==> src/rtl/change_dispenser.sv <==
// Greedy change dispenser: presents the largest usable coin until the balance is paid or stuck.
// First coin is offered the cycle after start; a coin is held while i_coin_ready is low.
module change_dispenser #(
  parameter int kNumCoins    = 3,
  parameter int kTotalBits   = 31,
  parameter int COIN_VALUE_0 = 100,
  parameter int COIN_VALUE_1 = 500,
  parameter int COIN_VALUE_2 = 1000
) (
  input  logic                  clk,
  input  logic                  reset_n,
  input  logic                  i_start,
  input  logic [kTotalBits-1:0] i_balance,
  input  logic [kNumCoins-1:0]  i_coin_empty,
  input  logic                  i_coin_ready,
  output logic                  o_coin_valid,
  output logic [kNumCoins-1:0]  o_return_coin,
  output logic                  o_busy,
  output logic [kTotalBits-1:0] o_remaining,
  output logic                  o_done,
  output logic [kTotalBits-1:0] o_residual
);

  typedef enum logic [1:0] {IDLE, DISPENSE, DONE} state_t;

  state_t                state_q, state_d;
  logic [kTotalBits-1:0] remaining_q, remaining_d;
  logic [kTotalBits-1:0] residual_q, residual_d;

  logic                  sel_found;
  logic [kNumCoins-1:0]  sel_coin;
  logic [kTotalBits-1:0] sel_value;

  function automatic logic [kTotalBits-1:0] coin_value(input int idx);
    case (idx)
      0:       return kTotalBits'(COIN_VALUE_0);
      1:       return kTotalBits'(COIN_VALUE_1);
      2:       return kTotalBits'(COIN_VALUE_2);
      default: return '1;
    endcase
  endfunction

  // Ascending scan: the last usable match is the highest-value coin that fits.
  always_comb begin
    sel_found = 1'b0;
    sel_coin  = '0;
    sel_value = '0;
    for (int i = 0; i < kNumCoins; i++) begin
      if (i < 3 && !i_coin_empty[i] && coin_value(i) <= remaining_q) begin
        sel_found   = 1'b1;
        sel_coin    = '0;
        sel_coin[i] = 1'b1;
        sel_value   = coin_value(i);
      end
    end
  end

  always_comb begin
    state_d       = state_q;
    remaining_d   = remaining_q;
    residual_d    = residual_q;
    o_coin_valid  = 1'b0;
    o_return_coin = '0;
    o_done        = 1'b0;
    case (state_q)
      IDLE: begin
        if (i_start) begin
          remaining_d = i_balance;
          residual_d  = '0;
          state_d     = DISPENSE;
        end
      end
      DISPENSE: begin
        if (sel_found) begin
          o_coin_valid  = 1'b1;
          o_return_coin = sel_coin;
          if (i_coin_ready) remaining_d = remaining_q - sel_value;
        end else begin
          residual_d = remaining_q;
          state_d    = DONE;
        end
      end
      DONE: begin
        o_done      = 1'b1;
        remaining_d = '0;
        state_d     = IDLE;
      end
      default: state_d = IDLE;
    endcase
  end

  always_ff @(posedge clk or negedge reset_n) begin
    if (!reset_n) begin
      state_q     <= IDLE;
      remaining_q <= '0;
      residual_q  <= '0;
    end else begin
      state_q     <= state_d;
      remaining_q <= remaining_d;
      residual_q  <= residual_d;
    end
  end

  assign o_busy      = (state_q != IDLE);
  assign o_remaining = remaining_q;
  assign o_residual  = residual_q;

endmodule

==> config.mk <==
export PLATFORM = sky130hd
export DESIGN_NAME = change_dispenser
export DESIGN_NICKNAME = d
export VERILOG_FILES = /design/src/rtl/change_dispenser.sv
export SDC_FILE = /design/constraint.sdc
export NUM_CORES = 1
export LEC_CHECK = 0
export CAP_MARGIN = 10
export CORE_MARGIN = 5
export CORE_UTILIZATION = 43
export DETAILED_ROUTE_END_ITERATION = 10
export GPL_TIMING_DRIVEN = 0
export PLACE_DENSITY = 0.8
export SETUP_SLACK_MARGIN = 0.2
export SKIP_CTS_REPAIR_TIMING = 1
export SLEW_MARGIN = 0
export SYNTH_ARGS = -nofsm -noshare
export SYNTH_HDL_FRONTEND = slang
export SYNTH_SLANG_ARGS = --single-unit
==> constraint.sdc <==
create_clock -name clk -period 10.6 [get_ports clk]
set_input_delay 2.65 -clock clk [delete_from_list [all_inputs] [get_ports clk]]
set_output_delay 2.65 -clock clk [all_outputs]
set_load 0.1 [all_outputs]
==> results of run 1 <==
## worst paths after layout
kind	from	endpoint	slack [ps]
min in group asynchronous	reset_n	o_remaining[17]	2410
min reg2reg	o_residual[25]	o_residual[25]	530
max reg2reg	o_remaining[12]	o_remaining[23]	5170
max	i_coin_empty[2]	o_return_coin[0]	2690
max in group asynchronous	reset_n	o_remaining[7]	7660
min	o_residual[25]	o_residual[25]	530
## sequential cells by signal, summed over array words and instances, names as in the netlist
register     count
o_remaining     31
o_residual      31
state_q          2
## through the flow
| stage | instances | area, µm² |
|---|---|---|
| finish | 661 | 5400 |
| global route | 661 | 5400 |
| CTS | 661 | 5400 |
| detailed placement | 645 | 5190 |
| global placement | 644 | 5180 |
| floorplan | 428 | 3990 |
## area by class of cell
class | count | area [µm²]
well taps | 111 | 139
flip-flops and latches | 64 | 1600
plain buffers | 19 | 98.8
fillers | 819 | 3750
clock buffers | 11 | 151
clock inverters | 5 | 55.1
inverters | 41 | 154
repair buffers | 106 | 1060
multi-input cells | 304 | 2140
## cells in the mapped netlist, types with 2 or more instances
library cell	number	share of area [%]
sky130_fd_sc_hd__nand4_1	7	1.1
sky130_fd_sc_hd__nand3_1	8	1.0
sky130_fd_sc_hd__nor4_1	5	0.78
sky130_fd_sc_hd__o21a_1	4	0.75
sky130_fd_sc_hd__o31ai_1	3	0.56
sky130_fd_sc_hd__nor4_4	3	1.6
sky130_fd_sc_hd__o211ai_1	2	0.38
sky130_fd_sc_hd__nor2_1	28	2.6
sky130_fd_sc_hd__ha_1	12	3.8
sky130_fd_sc_hd__mux2_1	2	0.56
sky130_fd_sc_hd__buf_6	3	0.85
sky130_fd_sc_hd__inv_1	39	3.7
sky130_fd_sc_hd__o221ai_1	10	2.2
sky130_fd_sc_hd__o22ai_1	6	0.94
sky130_fd_sc_hd__o31a_1	3	0.66
sky130_fd_sc_hd__or4_1	2	0.38
sky130_fd_sc_hd__and3_1	2	0.31
sky130_fd_sc_hd__buf_2	4	0.50
sky130_fd_sc_hd__a22o_1	7	1.5
sky130_fd_sc_hd__a2111oi_0	3	0.66
sky130_fd_sc_hd__a21boi_0	2	0.38
sky130_fd_sc_hd__mux2_2	2	0.56
sky130_fd_sc_hd__dfrtp_1	64	40
sky130_fd_sc_hd__mux2i_1	36	9.0
sky130_fd_sc_hd__or3_1	4	0.63
sky130_fd_sc_hd__xnor2_1	3	0.66
sky130_fd_sc_hd__clkbuf_1	11	1.0
sky130_fd_sc_hd__nor2b_1	3	0.47
sky130_fd_sc_hd__a211oi_1	5	0.94
sky130_fd_sc_hd__nand2_1	47	4.4
sky130_fd_sc_hd__or2_2	2	0.31
sky130_fd_sc_hd__a22oi_1	6	1.1
sky130_fd_sc_hd__a31oi_1	7	1.1
sky130_fd_sc_hd__o211a_1	4	1.0
sky130_fd_sc_hd__a32oi_1	9	2.0
sky130_fd_sc_hd__nand2b_1	3	0.47
sky130_fd_sc_hd__a21oi_1	14	1.8
sky130_fd_sc_hd__o21ai_0	19	2.4
sky130_fd_sc_hd__nor3_1	10	1.3
## critical path: stages
cell                              delay (ps)
sky130_fd_sc_hd__clkdlybuf4s50_1         450
sky130_fd_sc_hd__inv_1                    70
sky130_fd_sc_hd__o41ai_4                  90
sky130_fd_sc_hd__inv_2                   120
sky130_fd_sc_hd__or2_1                   240
sky130_fd_sc_hd__buf_2                   180
sky130_fd_sc_hd__inv_1                   110
sky130_fd_sc_hd__and3_1                  190
sky130_fd_sc_hd__clkdlybuf4s50_1        1140
## routing by layer
metal	vias up	track usage (%)	wire length [µm]
met5	-	0	0
met3	47	5.65	1190
met1	1907	31.1	5420
met2	242	37.0	6100
met4	0	9.53	353
li1	1816	-	-
## kinds of logic after synthesis
kind of cell	after synthesis
AND/OR/NAND/NOR	131
flip-flops	64
adder cells (fa/ha/maj)	13
multiplexers	40
AO/OA/AOI/OAI	117
XOR/XNOR	3
buffers and inverters	60
==> flow_results.org, run 1 <==
** Run status
- Result of the run :: finished clean

** Clocking
- After clock tree synthesis, the clock-pin slew on the worst setup and hold paths is approximately 70 ps.
- The cell sitting at the root of the clock tree is a sky130_fd_sc_hd__clkbuf_8.
- Number of buffers on the longest clock path :: 2
- H-Tree Level Count :: 3
- The clock drives between 60 and 70 sinks.
- Clock latency on the worst-skew pair :: around 360 ps
- CTS tree :: done
- Number of CTS-inserted buffers :: 9

** Hold path
- Hold path cells :: 2
- Hold/Removal Path Class :: reg -> reg

** Finish
- The top cell types in the final layout, fill and taps aside, are sky130_fd_sc_hd__clkdlybuf4s50_1 (104), sky130_fd_sc_hd__dfrtp_1 (64), sky130_fd_sc_hd__nand2_1 (47).
- At the end of the flow the core is filled with cells to between 50 and 60%.
- Inserted Diodes :: 0
- Compared with the post-synthesis result, the final layout area differs by 35.2%.
- The post-route netlist has 6.55% of its cells at a drive strength greater than 1.
- The net count of the finished layout is slightly below 600.
- Most common cell after layout, fill and taps aside :: sky130_fd_sc_hd__clkdlybuf4s50_1

** Worst setup path
- STA classifies the critical path startpoint as a primary input.
- For the worst setup path, the data required time is 7950 ps.
- The worst register-to-register path has a depth of 14.
- The worst setup path is of the in -> out kind.
- Nature of the critical path endpoint :: output port
- Of all nets on the critical path, the largest fanout is 8.
- Data arrives at the worst endpoint at between 5000 and 6000 ps.

** Route
- Final antenna-violating net count :: 0
- The first routing iteration left approximately 330 violations.
- Dividing the detail-routed wire length by the instance count gives a little under 20 µm.
- Detailed routing inserted a total of roughly 4000 vias.
- For this run, design rule violations remaining after detail routing come to 0.
- Mean number of vias per cell :: 6.07
- Before antenna repair, the detailed router went through 5 iterations.
- After detailed routing, the total wire length is around 13000 µm.

** STA
- The count of pins over their slew limit was 0.
- Finish-stage setup viols :: 0
- Remaining max-slew budget at the tightest pin :: around 17%
- The clock period could shrink to 7910 ps.
- Static timing analysis puts the maximum clock frequency at ~130 MHz.
- Total Negative Setup Slacks :: 0 ps
- Setup repair after global routing left no endpoint under its margin.
- Final setup skew :: 14.9 ps
- Tightest Pin Transition :: ~1200 ps
- Hold timing on the final database bottoms out at a slack of around 530 ps.
- The count of final hold-check violations is 0.
- Final cycle utilization of the critical path :: between 70% and 80%
- Once routing completed, OpenROAD measured the worst setup slack at roughly 2700 ps.

** Die
- The floorplan step defined a die boundary enclosing around 11000 µm².
- The initialized floorplan defines 35 standard-cell rows.
- Die width :: between 100 and 150 µm
- The initial utilization of the core area, before any placement, comes to 43.6%.
- The die is between 100 and 150 µm tall.
- Number of top-level pins :: approximately 110
- In this run the standard cell core region covers just over 9000 µm².

** Synth
- Dominant combinational cell family by area after synthesis :: compound AO/OA/AOI/OAI gates
- Compound-gate portion of the synthesized area :: ~22%
- After synthesis, the share of cell area in mux cells is between 10% and 20%.
- Net count of the mapped netlist :: between 400 and 500
- Dividing the synthesized area by the synthesized cell count gives a little over 9 µm².
- Post-Synth XOR/XNOR Area :: less than 1%
- Counting flops with a built-in enable in the synthesized netlist gives 0.
- Of the total synthesized cell area, the portion taken by AND, OR, NAND and NOR gates is between 10% and 20%.
- In the synthesized netlist the dominant register cell turns out to be sky130_fd_sc_hd__dfrtp_1.
- For this run, asynchronously set or reset flops after synthesis account for between 90% and 100%.
- Area share of fa/ha/maj cells after synthesis :: 4.26%
- Post-synthesis sequential element count :: 64
- Synth Instances :: 428
- For this run, the number of Yosys warnings is 0.
- The mapped netlist covers between 3000 and 4000 µm².
- Counting distinct cell types in the post-synthesis netlist gives 63.
- Portion of the post-synthesis area used by sequential elements :: 40.1%

** Global route
- Largest net degree at the start of global routing :: 65
- Overall overflow remaining after global route :: 0
- GRT Total Usage :: a little under a quarter
- The via count of the first global-routing pass is around 4000.
- The first global-routing pass estimated ~21000 µm of wire.
- The number of antenna violations at the first check in global routing was 0.

** Placed design
- Worst slack after detailed placement :: between 2000 and 3000 ps
- HPWL reported at the end of detailed placement :: between 9000 and 10000 µm
- Port buffering added 105 buffers.
- Routability-driven placement finished with a final weighted congestion of 0.934.

** Run
- Count of maximum capacitance violations :: 0
Power of run 1 is not shown: default switching activity piles up to over one toggle a cycle in this logic, so the estimate is an artifact.
==> run 2: changes to the inputs <==
==> constraint.sdc (replaced) <==
create_clock -name clk -period 7.9 [get_ports clk]
set_input_delay 1.975 -clock clk [delete_from_list [all_inputs] [get_ports clk]]
set_output_delay 1.975 -clock clk [all_outputs]
set_load 0.1 [all_outputs]
==> results of run 2 <==
Same layout as run 1 (identical final DEF). Status: finished clean.
Main changes from that run: setup slack after placement 2710 ps -> 1360 ps; setup slack after layout 2690 ps -> 1340 ps; register-to-register setup slack 5170 ps -> 2470 ps
Power of run 2 is left out for the same reason.
